$ cat config.mk
export PLATFORM = sky130hd
export DESIGN_NAME = shapool_controller
export DESIGN_NICKNAME = d
export VERILOG_FILES = /design/src/rtl/shapool_controller_pkg.sv /design/src/rtl/shapool_controller_led_driver.sv /design/src/rtl/shapool_controller.sv
export SDC_FILE = /design/constraint.sdc
export NUM_CORES = 1
export LEC_CHECK = 0
export BUFFER_PORTS_ARGS = -buffer_cell sky130_fd_sc_hd__clkbuf_2
export CAP_MARGIN = 40
export CORE_MARGIN = 5
export CORE_UTILIZATION = 54
export DETAILED_ROUTE_END_ITERATION = 8
export GPL_ROUTABILITY_DRIVEN = 0
export PLACE_DENSITY = 0.76
export REMOVE_ABC_BUFFERS = 1
export SYNTH_ARGS = -nofsm -noshare
export SYNTH_HDL_FRONTEND = slang
export SYNTH_HIERARCHICAL = 1
export SYNTH_SLANG_ARGS = --single-unit
$ cat constraint.sdc
create_clock -name clk_in -period 6.1 [get_ports clk_in]
set_clock_uncertainty 0.15 [all_clocks]
set_input_delay 0.61 -clock clk_in [delete_from_list [all_inputs] [get_ports clk_in]]
set_output_delay 0.61 -clock clk_in [all_outputs]
set_load 0.02 [all_outputs]
$ cat src/rtl/shapool_controller_pkg.sv
// Shared types for the shapool job controller.
// state_e : controller state encoding, also consumed by the LED driver.
package shapool_controller_pkg;

  typedef enum logic [2:0] {
    StIdle      = 3'd0,
    StStart     = 3'd1,
    StRun       = 3'd2,
    StFound     = 3'd3,
    StExhausted = 3'd4
  } state_e;

endpackage

$ cat src/rtl/shapool_controller_led_driver.sv
// Status LED driver for the shapool controller.
// Runs a free-running blink counter and maps the controller state to an active-low LED.
// Ports:
//   clk_in, reset_in  : clock, synchronous active-high reset
//   state_in          : current controller state
//   status_led_n_out  : registered active-low LED drive
module shapool_controller_led_driver
  import shapool_controller_pkg::*;
#(
  // Must be >= 2 so the exhausted duty cycle can use the top three counter bits.
  parameter int unsigned BLINK_LOG2 = 22
) (
  input  logic   clk_in,
  input  logic   reset_in,
  input  state_e state_in,
  output logic   status_led_n_out
);

  localparam int unsigned CW = BLINK_LOG2 + 1;

  logic [CW-1:0] cnt_q;
  logic          led_d;
  logic          led_q;

  always_comb begin
    led_d = 1'b1;
    case (state_in)
      StIdle:         led_d = 1'b1;
      StStart, StRun: led_d = ~cnt_q[BLINK_LOG2];
      StFound:        led_d = 1'b0;
      // Lit only while the top three bits are zero: 1/8 of a full blink period.
      StExhausted:    led_d = ~(cnt_q[BLINK_LOG2 -: 3] == 3'd0);
      default:        led_d = 1'b1;
    endcase
  end

  always_ff @(posedge clk_in) begin
    if (reset_in) begin
      cnt_q <= '0;
      led_q <= 1'b1;
    end else begin
      cnt_q <= cnt_q + CW'(1);
      led_q <= led_d;
    end
  end

  assign status_led_n_out = led_q;

endmodule

$ cat src/rtl/shapool_controller.sv
// Job sequencer for the shapool hashing pool.
// Accepts a job, pulses pool_start_out once per nonce round, advances the base nonce, and stops
// on the first core success or when the nonce space is swept. halt_in aborts from any state.
// Ports:
//   clk_in, reset_in              : clock, synchronous active-high reset
//   job_valid_in / job_ready_out  : job handshake
//   halt_in                       : abort, holds nonce_base_out/winner_out for readout
//   pool_start_out                : 1-cycle round start, issued the cycle after START
//   pool_done_in, pool_success_in : round completion and per-core success
//   nonce_base_out, winner_out    : current base nonce and lowest successful core
//   result_valid_out, exhausted_out, ready_out : job outcome levels
//   status_led_n_out              : active-low status LED
module shapool_controller
  import shapool_controller_pkg::*;
#(
  parameter int unsigned POOL_SIZE      = 1,
  parameter int unsigned POOL_SIZE_LOG2 = 0,
  parameter int unsigned NONCE_WIDTH    = 32,
  parameter int unsigned BLINK_LOG2     = 22,
  localparam int unsigned NB = NONCE_WIDTH - POOL_SIZE_LOG2,
  localparam int unsigned WW = (POOL_SIZE_LOG2 > 0) ? POOL_SIZE_LOG2 : 1
) (
  input  logic                 clk_in,
  input  logic                 reset_in,
  input  logic                 job_valid_in,
  output logic                 job_ready_out,
  input  logic                 halt_in,
  output logic                 pool_start_out,
  input  logic                 pool_done_in,
  input  logic [POOL_SIZE-1:0] pool_success_in,
  output logic [NB-1:0]        nonce_base_out,
  output logic [WW-1:0]        winner_out,
  output logic                 result_valid_out,
  output logic                 exhausted_out,
  output logic                 ready_out,
  output logic                 status_led_n_out
);

  state_e        state_q, state_d;
  logic [NB-1:0] base_q, base_d;
  logic [WW-1:0] winner_q, winner_d;
  logic          start_q;

  function automatic logic [WW-1:0] lowest_set(input logic [POOL_SIZE-1:0] v);
    lowest_set = '0;
    for (int i = int'(POOL_SIZE) - 1; i >= 0; i--) begin
      if (v[i]) lowest_set = WW'(i);
    end
  endfunction

  always_comb begin
    state_d  = state_q;
    base_d   = base_q;
    winner_d = winner_q;
    if (halt_in) begin
      state_d = StIdle;
    end else begin
      case (state_q)
        StIdle, StFound, StExhausted: begin
          if (job_valid_in) begin
            state_d  = StStart;
            base_d   = '0;
            winner_d = '0;
          end
        end
        StStart: state_d = StRun;
        StRun: begin
          if (pool_done_in) begin
            if (|pool_success_in) begin
              state_d  = StFound;
              winner_d = lowest_set(pool_success_in);
            end else if (&base_q) begin
              state_d = StExhausted;
              base_d  = '0;
            end else begin
              state_d = StStart;
              base_d  = base_q + NB'(1);
            end
          end
        end
        default: state_d = StIdle;
      endcase
    end
  end

  always_ff @(posedge clk_in) begin
    if (reset_in) begin
      state_q  <= StIdle;
      base_q   <= '0;
      winner_q <= '0;
      start_q  <= 1'b0;
    end else begin
      state_q  <= state_d;
      base_q   <= base_d;
      winner_q <= winner_d;
      // Start pulse lags START by a cycle; a halt during START suppresses it.
      start_q  <= (state_q == StStart) && !halt_in;
    end
  end

  assign job_ready_out    = (state_q == StIdle) || (state_q == StFound) ||
                            (state_q == StExhausted);
  assign pool_start_out   = start_q;
  assign nonce_base_out   = base_q;
  assign winner_out       = winner_q;
  assign result_valid_out = (state_q == StFound);
  assign exhausted_out    = (state_q == StExhausted);
  assign ready_out        = (state_q == StFound) || (state_q == StExhausted);

  shapool_controller_led_driver #(
    .BLINK_LOG2(BLINK_LOG2)
  ) u_led (
    .clk_in          (clk_in),
    .reset_in        (reset_in),
    .state_in        (state_q),
    .status_led_n_out(status_led_n_out)
  );

endmodule

==> metrics.md <==
| Metric | Value |
|---|---|
| Status | completed |
| Critical Path End Type | flip-flop |
| Remaining DRCs | 0 |
| Antenna violations before repair | 0 |
| Post-synthesis mux area share | 1.070% |
| Total grt overflow | 0 |
| # Post-CTS Setup Buffers | 0 |
| Main combinational cell family by area after synthesis | simple AND/OR/NAND/NOR gates |
| Mapped cell area | 0.002924 mm² |
| First-pass iteration count of the detailed router | 4 |
| Final Core Density | 64.97% |
| Sequential-to-total area share from yosys stat | 41.08% |
| Post-Synth XOR/XNOR Area | 12.58% |
| Final min period | 2.675 ns |
| First-pass GRT wire length | 10830 µm |
| Post-Synthesis Cells | 338 |
| Via/cell ratio | 5.500 |
| Post-CTS Hold Fix Bufs | 0 |
| Sum Neg Setup Slack | 0 ns |
| CP arrival | 2.74 ns |
| Share of cells above drive strength 1 | 20.05% |
| Initial Util | 56.53% |
| Slew Viols, Final | 0 |
| Htree depth | 3 |
| EDFF count, synth | 0 |
| DRT iter0 DRCs | 136 |
| YS warnings | 6 |
| Synth Area in Adders | 0.8558% |
| Total CTS buffers | 9 |
| Core Box Area | 0.005172 mm² |
| Flop-to-flop setup slack | 3.43 ns |
| Rows | 26 |
| Vias in the first global route | 2386 |
| R2R Path End | nonce_base_out[16] |
| Die width | 83.59 µm |
| Post-CTS sizing | 0 |
| PD cells | 234.4 mW/mm² |
| Clock Sinks | 60 |
| Antenna cell count | 0 |
| Overall Power | 0.7876 mW |
| Tightest hold margin | 0.3128 ns |
| Worst skew pair latency | 0.33 ns |
| Final HPWL DP | 4160 µm |
| Distinct cell type count after synthesis | 54 |
| Routed Antenna Nets | 0 |
| Max-Cap Viols | 0 |
| Post-synthesis area per instance | 8.651 µm² |
| Synth Area in Compound Gates | 7.018% |
| Simple-gate share of the synthesized area | 33.80% |
| Clock Tree Root | clkbuf_8 |
| Drt wl/cell | 13.29 µm |
| Synth-to-Final Area Change | 14.93% |
| Final net count | 387 |
| Critical Path Sink | nonce_base_out[16] |
| Critical path type | flip-flop to flip-flop |
| Clock transition at path regs | 0.07 ns |
| Die Y | 83.59 µm |
| Slew margin rel. | 55.16% |
| Die area | 0.006986 mm² |
| Gr usage total | 18.47% |
| CP startpoint | state_q[0] |
| CTS tree | built |
| Drt total wl | 6032 µm |
| Flops & latches, synth | 60 |
| R2R depth | 6 |
| Leakage | 1.216 nW |
| Max FO, Critical Path | 15 |
| Fin crit share | 43.85% |
| Final Hold Fails | 0 |
| Final setup fails | 0 |
| VDD IR-drop max | 0.1322 mV |
| Fraction of registers with async set/reset | 0% |
| Worst Hold Class | flip-flop to flip-flop |
| Worst slew pin tran | 0.6706 ns |
| Max Root-Sink Buffers | 2 |
| Post-synth top flop | dfxtp_1 |
| RSZ-0062 raised after global routing | false |
| CP required | 6.16 ns |
| Vias | 2497 |
| Max Freq | 373.8 MHz |
| Maximum number of pins on one net before global-route repair | 33 |
| Ports | 45 |
| Reg-to-reg critical path startpoint | state_q[0] |
| Startpoint types | flip-flop |
| PortBufs | 43 |
placed cells by master (no fill, tap or decap), drive strengths merged, types with 2 or more instances in the layout:
cell type / netlist / final
dfxtp: 60 / 60
nor2: 54 / 54
clkbuf: 8 / 54
xnor2: 30 / 30
nand2: 19 / 19
nor3: 19 / 19
nand4: 18 / 18
nand3: 17 / 17
a21oi: 15 / 15
xor2: 12 / 12
o21ai: 11 / 11
and4: 10 / 10
nor4: 7 / 7
or3: 7 / 7
inv: 6 / 6
and2: 6 / 6
and3: 4 / 4
clkinv: 0 / 4
nor2b: 4 / 4
mux2i: 2 / 2
nand2b: 2 / 2
ha: 2 / 2
nand4b: 2 / 2
o21bai: 2 / 2
or4: 2 / 2
through the flow:
stage          instance area, µm²  cells  setup WS, ns
6_report                     3361    454         3.425
5_1_grt                      3361    454         3.254
4_1_cts                      3361    454         3.485
3_5_place_dp                 3159    438         3.483
3_3_place_gp                 3159    438         3.526
2_1_floorplan                2845    324         3.269
synthesized netlist by cell type (9+ instances only):
master   number  share of area [%]
xor2_1       12                3.6
xnor2_1      30                9.0
and4_1        9                2.7
dfxtp_1      60                 41
nand3_1      15                2.6
nand2_1      19                2.4
nand4_1      16                3.4
a21oi_1      13                2.2
nor2_1       54                6.9
o21ai_0      10                1.7
nor3_1       18                3.1
logic make-up after synthesis:
family,after synthesis
other,1
DFF,60
buffers and inverters,20
adders and majority gates,2
AOI/OAI and AO/OA,33
muxes,3
xor gates and xnor gates,42
and+or+nand+nor,177
state kept, by name, indices dropped and copies added (netlist names):
register	flops
nonce_base_out	32
pool_start_out	1
state_q	3
u_led/cnt_q	23
u_led/status_led_n_out	1
area by class of cell:
class,count,area [µm²]
Clock buffer,11,151.4
Sequential cell,60,1201
Inverter,6,22.52
Fill cell,440,1812
Multi-Input combinational cell,258,1625
Tap cell,70,87.58
Clock inverter,5,50.05
Timing Repair Buffer,44,222.7
layer usage:
layer	GRT usage, %	routed length (µm)	vias to the layer above
met2	27.26	2679	58
met5	0	0	-
met4	7.018	67	0
met3	6.022	329	6
li1	-	-	1265
met1	24.98	2956	1168
report_power, final:
part	switching (mW)	leakage [nW]	total, mW	internal, mW
logic	0.0203	0.623	0.0306	0.0103
clock network	0.150	0.109	0.358	0.208
registers	0.00467	0.484	0.399	0.395
total	0.175	1.22	0.788	0.613
worst max-delay path, stage by stage (launching register included):
cell,delay [ns]
dfxtp_1,0.63
and2b_1,0.25
o21ai_2,0.22
nand4_1,0.59
nor3_1,0.47
xnor2_1,0.19
nor2_1,0.06
how the worst min path moves through the flow:
stage | from | end | slack (ns) | cells past startpoint
after floorplan | u_led/cnt_q[0] | u_led/cnt_q[0] | 0.28 | 1
after global placement | u_led/cnt_q[0] | u_led/cnt_q[0] | 0.29 | 1
after detailed placement | u_led/cnt_q[0] | u_led/cnt_q[0] | 0.30 | 1
after CTS | u_led/cnt_q[0] | u_led/cnt_q[0] | 0.31 | 1
after global routing | u_led/cnt_q[0] | u_led/cnt_q[0] | 0.36 | 1
final | u_led/cnt_q[0] | u_led/cnt_q[0] | 0.31 | 1
No activity file was read; power rests on OpenSTA's default activity.
